$ cat src/rtl/gpio_intr_ctrl.sv
// ============================================================================
// gpio_intr_ctrl: GPIO pin synchronizer, edge/level event detector and pending latch.
// Optional debounce filter enabled by macro GPIO_DEBOUNCE_EN.  Rev 1.0
// ============================================================================
`default_nettype none

module gpio_intr_ctrl #(
  parameter int NUM_PINS        = 8,
  parameter int DEBOUNCE_CYCLES = 4
) (
  input  logic                CLK,
  input  logic                nRST,
  input  logic [NUM_PINS-1:0] r_data,
  input  logic [NUM_PINS-1:0] int_en,
  input  logic [NUM_PINS-1:0] rise_en,
  input  logic [NUM_PINS-1:0] fall_en,
  input  logic [NUM_PINS-1:0] level_mode,
  input  logic [NUM_PINS-1:0] level_pol,
  input  logic [NUM_PINS-1:0] clr,
  output logic [NUM_PINS-1:0] pin_sync,
  output logic [NUM_PINS-1:0] pending,
  output logic                interrupt
);

  logic [NUM_PINS-1:0] r_sync1;
  logic [NUM_PINS-1:0] r_sync2;
  logic [NUM_PINS-1:0] r_prev;
  logic [NUM_PINS-1:0] r_pending;
  logic [1:0]          r_prime;
  logic [NUM_PINS-1:0] w_filt;
  logic [NUM_PINS-1:0] w_rise;
  logic [NUM_PINS-1:0] w_fall;
  logic [NUM_PINS-1:0] w_level;
  logic [NUM_PINS-1:0] w_event;
  logic                w_primed;

  always_ff @(posedge CLK or negedge nRST) begin
    if (!nRST) begin
      r_sync1 <= '0;
      r_sync2 <= '0;
    end else begin
      r_sync1 <= r_data;
      r_sync2 <= r_sync1;
    end
  end

`ifdef GPIO_DEBOUNCE_EN
  localparam int CNT_W = $clog2(DEBOUNCE_CYCLES + 1);
  localparam logic [CNT_W-1:0] C_CNT_LAST = CNT_W'(DEBOUNCE_CYCLES - 1);

  generate
    for (genvar i = 0; i < NUM_PINS; i++) begin : g_debounce
      logic [CNT_W-1:0] r_cnt;
      logic             r_filt;

      // The filtered value flips on the edge where the count would reach DEBOUNCE_CYCLES.
      always_ff @(posedge CLK or negedge nRST) begin
        if (!nRST) begin
          r_cnt  <= '0;
          r_filt <= 1'b0;
        end else if (r_sync2[i] != r_filt) begin
          if (r_cnt == C_CNT_LAST) begin
            r_filt <= r_sync2[i];
            r_cnt  <= '0;
          end else begin
            r_cnt <= r_cnt + 1'b1;
          end
        end else begin
          r_cnt <= '0;
        end
      end

      assign w_filt[i] = r_filt;
    end
  endgenerate
`else
  assign w_filt = r_sync2;
`endif

  always_ff @(posedge CLK or negedge nRST) begin
    if (!nRST) begin
      r_prev  <= '0;
      r_prime <= 2'd0;
    end else begin
      r_prev <= w_filt;
      if (r_prime != 2'd3) begin
        r_prime <= r_prime + 2'd1;
      end
    end
  end

  // Edges are held off until the synchronizer and prev register hold real pin data.
  assign w_primed = (r_prime == 2'd3);
  assign w_rise   = {NUM_PINS{w_primed}} & w_filt & ~r_prev & rise_en & ~level_mode;
  assign w_fall   = {NUM_PINS{w_primed}} & ~w_filt & r_prev & fall_en & ~level_mode;
  assign w_level  = level_mode & ~(w_filt ^ level_pol);
  assign w_event  = w_rise | w_fall | w_level;

  always_ff @(posedge CLK or negedge nRST) begin
    if (!nRST) begin
      r_pending <= '0;
    end else begin
      r_pending <= (r_pending & ~clr) | w_event;
    end
  end

  assign pin_sync  = w_filt;
  assign pending   = r_pending;
  assign interrupt = |(r_pending & int_en);

endmodule

`default_nettype wire

$ cat config.mk
export PLATFORM = sky130hd
export DESIGN_NAME = gpio_intr_ctrl
export DESIGN_NICKNAME = d
export VERILOG_FILES = /design/src/rtl/gpio_intr_ctrl.sv
export SDC_FILE = /design/constraint.sdc
export NUM_CORES = 1
export LEC_CHECK = 0
export CORE_MARGIN = 5
export CORE_UTILIZATION = 40
export DETAILED_ROUTE_END_ITERATION = 10
export PLACE_DENSITY = 0.87
export SETUP_SLACK_MARGIN = 0.15
export SYNTH_ARGS = -nofsm -noshare
export SYNTH_HDL_FRONTEND = slang
export SYNTH_SLANG_ARGS = --single-unit
$ cat constraint.sdc
create_clock -name CLK -period 2.2 [get_ports CLK]
set_input_delay 0.44 -clock CLK [delete_from_list [all_inputs] [get_ports CLK]]
set_output_delay 0.44 -clock CLK [all_outputs]
set_load 0.05 [all_outputs]
After elaboration in Yosys (flattened, before gate mapping)
Cells that the tools add are included.
{"block": "classes", "n_mul": 0, "bitwise_logic": 20, "div": 0, "muxes": 0, "n_addsub": 1, "magnitude_cmp": 0, "n_reduce_logical": 1, "eq_ne": 2, "n_shift": 0}
{"op": "$and A8 B8 Y8", "n": 11}
{"op": "$not A8 Y8", "n": 5}
{"op": "$or A8 B8 Y8", "n": 3}
{"op": "$reduce_or A8 Y1", "n": 1}
{"op": "$xor A8 B8 Y8", "n": 1}
{"op": "$add A2 B1 Y2 const B", "n": 1}
{"op": "$eq A2 B2 Y1 const B", "n": 1}
{"op": "$ne A2 B2 Y1 const B", "n": 1}
{"block": "word_totals", "mem_bits_rw": 0, "memories": 0, "reg_bits": 34, "latch_bits": 0, "inputBits": 58, "romBits": 0, "output_inout_bits": 17}

Logic depth before layout (Yosys ltp)
Gate-level depths: netlist (run 1).
{"block": "logic_depth", "word_depth": 8, "ltp_mapped": 4, "ltp_nobuf": 3}

Least setup slack after synthesis (run 1)
Ideal clock, no wire load.
{"block": "synth_timing", "kind": "reg2out", "startpoint": "reg r_pending[2], in the netlist pending[2]", "endpoint": "out interrupt", "path_stages_with_launch": 3, "n_path_buf": 0, "arrival_ps": 1282, "path_slack_ps": 478, "t_required_ps": 1760, "path_cell_list": "dfrtp_1 > a22oi_1 > nand4_1"}
{"block": "synth_between", "elab_chain_len": 2}
{"element": "start, declared", "line": "28", "text": "logic [NUM_PINS-1:0] r_pending;"}
{"element": "start signal, assigned", "line": "103", "text": "r_pending <= (r_pending & ~clr) | w_event;"}
{"element": "$and A8 B8 Y8", "line": "109", "text": "assign interrupt = |(r_pending & int_en);"}
{"element": "$reduce_or A8 Y1", "line": "109"}
{"element": "end, declared", "line": "22", "text": "output logic interrupt"}
Every way passes these cells.

Worst setup path after layout (run 1)
{"block": "layout_timing", "startpoint": "reg r_pending[3], in the netlist pending[3]", "endpoint": "out pending[3]"}
{"element": "end, declared", "line": "21", "text": "output logic [NUM_PINS-1:0] pending,"}
No word-level cell between the ends.

==> results of run 1 <==
sequential cells by signal, indices dropped and copies added, names as in the netlist:
register and count:
pending 8, r_sync1 8, pin_sync 8, r_prev 8, r_prime 2
cell type report:
| type | count | area, sq um |
|---|---|---|
| sequential | 34 | 850.8 |
| timing repair buffer | 75 | 750.7 |
| clock buffer | 8 | 78.83 |
| tap | 46 | 57.56 |
| multi-input combinational | 64 | 509.2 |
| fill | 250 | 1090 |
cell usage after synthesis:
library cell / number
nor2b_4: 8
o21ai_0: 8
nand4_1: 1
mux2_2: 1
nor2b_1: 8
ha_1: 1
nand3b_1: 8
nand2_1: 8
a22oi_1: 4
buf_6: 1
dfrtp_1: 34
xnor2_1: 9
a221o_1: 8
cell families (layout without fill, tap and decap cells):
group,Yosys count,after routing,synth area share [%]
flip-flops,34,34,62.04
AND/OR/NAND/NOR,33,33,18.71
AO/OA/AOI/OAI,20,20,10.95
XOR/XNOR,9,9,5.748
adder cells (fa/ha/maj),1,1,0.9123
multiplexers,1,1,0.8211
buffers and inverters,1,83,0.8211
layer usage:
layer | vias up | track usage, %
met3 | 6 | 6.483
met1 | 507 | 19.28
met4 | 0 | 5.955
met5 | - | 0
li1 | 512 | -
met2 | 57 | 28.25
per-stage QoR:
step                setup slack (ns)  instance area (sq um)
detailed placement            0.3527                   2163
CTS                           0.1536                   2235
floorplan                     0.4781                   1371
global route                  0.1501                   2247
global placement              0.3674                   2163
finish                        0.2179                   2247
worst max-delay path by stage:
stage	start	endpoint	slack (ns)	cells past startpoint
after global placement	int_en[1]	interrupt	0.37	4
after global routing	pending[3]	pending[3]	0.15	1
after floorplan	pending[2]	interrupt	0.48	2
after CTS	pin_sync[6]	pin_sync[6]	0.15	1
final	pending[3]	pending[3]	0.22	1
after detailed placement	int_en[1]	interrupt	0.35	4
power breakdown:
| part | total (W) | switching (W) | internal, W |
|---|---|---|---|
| sequential | 0.000702 | 0.0000345 | 0.000667 |
| clock | 0.000421 | 0.000202 | 0.000218 |
| combinational | 0.000365 | 0.000181 | 0.000184 |
repair_timing:
action	in CTS	in global routing
hold buffers	0	0
buffers inserted	0	0
endpoints found under the setup margin	6	5
resized for setup	6	5
==> summary.md, run 1 <==
| Metric | Value |
|---|---|
| Via/cell ratio | `between 4 and 5` |
| Final ANT Viol Nets | `0` |
| Layout cells sized above 1 | `between 10% and 20%` |
| Cell count after synthesis | `about 100` |
| Fin Hold WS | `0.3580 ns` |
| H-Tree Depth | `2` |
| Sequential share of the synthesized area | `62.04%` |
| Die area | `4699 sq um` |
| Via count | `between 1000 and 1500` |
| Largest cells by area after synthesis | `dfrtp_1 62%, nor2b_4 8.0%, a221o_1 5.8%, xnor2_1 5.7%, nand3b_1 4.4%` |
| Maxcap violations | `0` |
| Worst Setup End Kind | `primary output` |
| Initial antenna violation count | `0` |
| Critical Path RT | `1.76 ns` |
| Initial Util | `41.09%` |
| Fin crit period | `roughly 2 ns` |
| Syn-to-layout area delta | `63.87%` |
| DR pass1 iterations | `4` |
| Sum Neg Setup Slack | `0 ns` |
| CP max-delay cell | `clkdlybuf4s50_1` |
| Fin Clk Skew | `0.004484 ns` |
| Endpoints failing hold | `0` |
| Syn. warnings | `0` |
| Crit Path Category | `reg -> out` |
| Highest routed layer | `met4` |
| Crit path cell chain | `clkdlybuf4s50_1` |
| Met2 wire len | `approximately 1800 um` |
| Crit path max fanout | `3` |
| CTS tree | `done` |
| Final Util | `about two thirds` |
| Die width | `roughly 69 um` |
| Final net count | `239` |
| Core Rows | `21` |
| Number of distinct library cells after synthesis | `13` |
| Max-slew violations | `0` |
| Arrival time at the worst endpoint | `1.54 ns` |
| CTS sink cnt | `34` |
| Remaining DRCs | `0` |
| Vias in the first global route | `between 1000 and 1500` |
| Largest net degree at the start of global routing | `35` |
| Met1 Wirelength | `between 1000 and 1500 um` |
| RSZ-0062 raised after global routing | `no` |
| Worst R2R Start | `r_prime[0]` |
| Layout Cells excl Fill | `227` |
| Ant diodes | `0` |
| GRT Total Usage | `16.76%` |
| Post-synth top area cell | `dfrtp_1` |
| WL/cell | `approximately 16 um` |
| Number of placed I/O pins | `between 70 and 80` |
| CTS Buf Count | `5` |
| Worst-case reg-to-reg path depth | `3` |
| Met3 wire len | `325 um` |
| Hpwl dp | `2807 um` |
| IO Port Bufs | `74` |
| Worst-path clk slew | `0.10 ns` |
| Placed cell count | `around 220` |
| Fin crit share | `90.10%` |
| Slew margin rel. | `65.70%` |
| Fmax | `0.5045 GHz` |
| Hold Path End | `pin_sync[1]` |
| First-pass GRT wire length | `5637 um` |
| Setup violations, final | `0` |
| Cell area after synthesis | `1371 sq um` |
| Mean Syn Cell Area | `13.85 sq um` |
| Worst Tran Pin Value | `between 0.5 and 0.6 ns` |
| DRT Wirelength | `3557 um` |
| Worst Setup Start Kind | `flip-flop` |
| Die Y | `between 60 and 70 um` |
| Max stage delay on crit path | `0.82 ns` |
| Hold Path Origin | `r_sync1[1]` |
| CP bufs+invs | `1` |
| Max Buffers Root-to-Sink | `2` |
| Overall power | `0.001487 W` |
| Skew-Pair Late Insertion Delay | `0.32 ns` |
| Mapped Nets | `around 160` |
| Clock root cell | `clkbuf_4` |
| Status | `finished, final reports clean` |
| Worst Hold Class | `reg -> reg` |
| Top cell type's share of synthesized area | `62.04%` |
| DRT iter0 DRCs | `10` |
| Standby leakage power | `1.005 nW` |
| VDD IR-drop max | `a little over 0.4 mV` |
| RD Place Congestion | `0.6446` |
| Most frequent cells in the layout | `62 x clkdlybuf4s50_1, 34 x dfrtp_1, 9 x xnor2_1` |
| R2R Path End | `pending[7]` |
| Leading cell type in the layout, fill and taps excluded | `clkdlybuf4s50_1` |
| Register bit total from synthesis | `34` |
| Core box area | `~3300 sq um` |
| Power density over the cells | `661.9 nW/um^2` |
| Total congestion overflow | `0` |
| R2R Setup Slk | `0.81 ns` |
| Crit-path leading delay family | `buffers and inverters` |
| Hold path depth | `0` |
Power figures use the tool's default switching activity.
==> inputs of run 2 (changes only) <==
--- a/config.mk
+++ b/config.mk
@@ -5,10 +5,11 @@
 export SDC_FILE = /design/constraint.sdc
 export NUM_CORES = 1
 export LEC_CHECK = 0
+export ABC_CLOCK_PERIOD_IN_PS = 1800
 export CORE_MARGIN = 5
-export CORE_UTILIZATION = 40
+export CORE_UTILIZATION = 34
 export DETAILED_ROUTE_END_ITERATION = 10
-export PLACE_DENSITY = 0.87
+export PLACE_DENSITY = 0.8
 export SETUP_SLACK_MARGIN = 0.15
 export SYNTH_ARGS = -nofsm -noshare
 export SYNTH_HDL_FRONTEND = slang
==> constraint.sdc (replaced) <==
create_clock -name CLK -period 1.8 [get_ports CLK]
set_input_delay 0.36 -clock CLK [delete_from_list [all_inputs] [get_ports CLK]]
set_output_delay 0.36 -clock CLK [all_outputs]
set_load 0.05 [all_outputs]
==> summary.md, run 2 (synthesis results as in run 1) <==
| Metric | Value |
|---|---|
| Skew-Pair Late Insertion Delay | `0.28 ns (was 0.32 ns)` |
| Placed cell count | `222 (was 219)` |
| H-Tree Depth | `2 (unchanged)` |
| Via count | `1069 (was 1082)` |
| Final net count | `239 (unchanged)` |
| CTS tree | `done (unchanged)` |
| RD Place Congestion | `0.6933 (was 0.6446)` |
| Core box area | `3943 sq um (was 3337 sq um)` |
| Number of placed I/O pins | `75 (unchanged)` |
| Slack of the critical path | `0.1898 ns (was 0.2179 ns)` |
| Slew margin rel. | `51.38% (was 65.70%)` |
| Max-slew violations | `0 (unchanged)` |
| Fillers | `329 (was 250)` |
| Remaining DRCs | `0 (unchanged)` |
| Hpwl dp | `2696 um (was 2807 um)` |
| Fin crit period | `1.610 ns` |
| Sum Neg Setup Slack | `0 ns (unchanged)` |
| Crit Path Category | `in -> out (was reg -> out)` |
| Syn-to-layout area delta | `64.87% (was 63.87%)` |
| Layout cells sized above 1 | `20.99% (was 10.50%)` |
| Fin crit share | `89.45%` |
| Layout Cells excl Fill | `231 (was 227)` |
| CTS sink cnt | `34 (unchanged)` |
| Hold Buf Count CTS | `0 (unchanged)` |
| Initial antenna violation count | `0 (unchanged)` |
| Most frequent cells in the layout | `53 x clkdlybuf4s50_1, 34 x dfrtp_1, 17 x buf_4, 9 x xnor2_1 (was 62 x clkdlybuf4s50_1, 34 x dfrtp_1, 9 x xnor2_1)` |
| Largest net degree at the start of global routing | `35 (unchanged)` |
| Total congestion overflow | `0 (unchanged)` |
| Fmax | `between 0.6 and 0.7 GHz` |
| Status | `finished, final reports clean (unchanged)` |
| Worst Setup End Kind | `primary output (unchanged)` |
| Via/cell ratio | `4.628 (was 4.767)` |
| Maxcap violations | `0 (unchanged)` |
| Die area | `5404 sq um (was 4699 sq um)` |
| RSZ-0062 raised after global routing | `no (unchanged)` |
| Worst Hold Class | `in -> async (was reg -> reg)` |
| GRT Total Usage | `13.81% (was 16.76%)` |
| Fin Clk Skew | `0.006246 ns (was 0.004484 ns)` |
| Final ANT Viol Nets | `0 (unchanged)` |
| Dpl ws | `0.1066 ns (was 0.3527 ns)` |
| Worst Tran Pin Value | `0.7293 ns (was 0.5137 ns)` |
| DRT iter0 DRCs | `7 (was 10)` |
| Die Y | `73.51 um (was 68.55 um)` |
| Worst Setup Start Kind | `input pin (was flip-flop)` |
| Setup violations, final | `0 (unchanged)` |
| Standby leakage power | `1.003 nW (was 1.005 nW)` |
| Initial Util | `34.78% (was 41.09%)` |
| Worst-path clk slew | `0.07 ns (was 0.10 ns)` |
| Arrival time at the worst endpoint | `1.25 ns (was 1.54 ns)` |
| Max Buffers Root-to-Sink | `2 (unchanged)` |
| Vias in the first global route | `1214 (was 1263)` |
| Core Rows | `23 (was 21)` |
| DRT Wirelength | `3480 um (was 3557 um)` |
| Endpoints failing hold | `0 (unchanged)` |
| Critical Path RT | `1.44 ns (was 1.76 ns)` |
| Crit path max fanout | `1 (was 3)` |
| Die width | `73.51 um (was 68.55 um)` |
| Clock root cell | `clkbuf_8 (was clkbuf_4)` |
| VDD IR-drop max | `0.5821 mV (was 0.4025 mV)` |
| CTS Buf Count | `5 (unchanged)` |
| IO Port Bufs | `74 (unchanged)` |
| Leading cell type in the layout, fill and taps excluded | `clkdlybuf4s50_1 (unchanged)` |
| First-pass GRT wire length | `5395 um (was 5637 um)` |
| Ant diodes | `0 (unchanged)` |
| DR pass1 iterations | `2 (was 4)` |
| Power density over the cells | `879.8 nW/um^2 (was 661.9 nW/um^2)` |
| WL/cell | `15.06 um (was 15.67 um)` |
run 2: area by class of cell:
class	instances	area, sq um	area share (%)
clock buffers	7	76.32	3.376
clock inverters	1	30.03	1.328
multi-input cells	64	529.3	23.41
flip-flops and latches	34	850.8	37.63
well taps	50	62.56	2.767
repair buffers	75	711.9	31.49
run 2: critical path: stages:
cell,delay [ns]
clkdlybuf4s50_1,0.41
a22oi_2,0.17
nand4_1,0.13
buf_6,0.17
run 2: power breakdown:
| group | internal (W) | total [W] | switching, W |
|---|---|---|---|
| clock network | 0.000414 | 0.000679 | 0.000265 |
| registers | 0.000816 | 0.000862 | 0.0000452 |
| logic | 0.000225 | 0.000448 | 0.000223 |
| total | 0.00146 | 0.00199 | 0.000534 |
run 2: metal layers:
layer  routed length [um]  track usage (%)  part of all wire (%)  vias to the layer above
li1                     -                -                     -                      515
met1                 1247            13.76                    36                      501
met2                 1859            24.31                    53                       47
met3                  301            6.430                   8.6                        6
met4                   72            6.036                   2.1                        0
met5                    0                0                     0                        -
run 2: path summary, 6_finish.rpt:
| path | start | end | slack [ns] | cells after the start |
|---|---|---|---|---|
| hold / removal | nRST | r_sync1[1] | 0.13 | 1 |
| max in group asynchronous | nRST | r_prev[7] | 1.20 | 1 |
| setup / recovery | int_en[0] | interrupt | 0.19 | 4 |
| min in group CLK | r_sync1[1] | pin_sync[1] | 0.35 | 0 |
| setup reg to reg | r_prime[0] | pending[7] | 0.39 | 3 |
| hold reg to reg | r_sync1[1] | pin_sync[1] | 0.35 | 0 |
run 2: metrics by stage:
step | utilization (%) | total power (W) | instance area [sq um] | hold WS [ns]
after floorplan | - | 0.001077 | 1371 | 0.06441
after global placement | 53.67 | 0.001301 | 2116 | 0.3314
after detailed placement | 53.67 | 0.001313 | 2116 | 0.3358
after CTS | 56.84 | 0.002007 | 2241 | 0.1594
after global routing | 57.35 | 0.002071 | 2261 | 0.1878
final | 57.35 | 0.001989 | 2261 | 0.1335
run 2: what timing repair did:
item	CTS	global route
pin swaps	1	5
resized for setup	4	4
buffers inserted	0	1
setup endpoints to repair	1	1
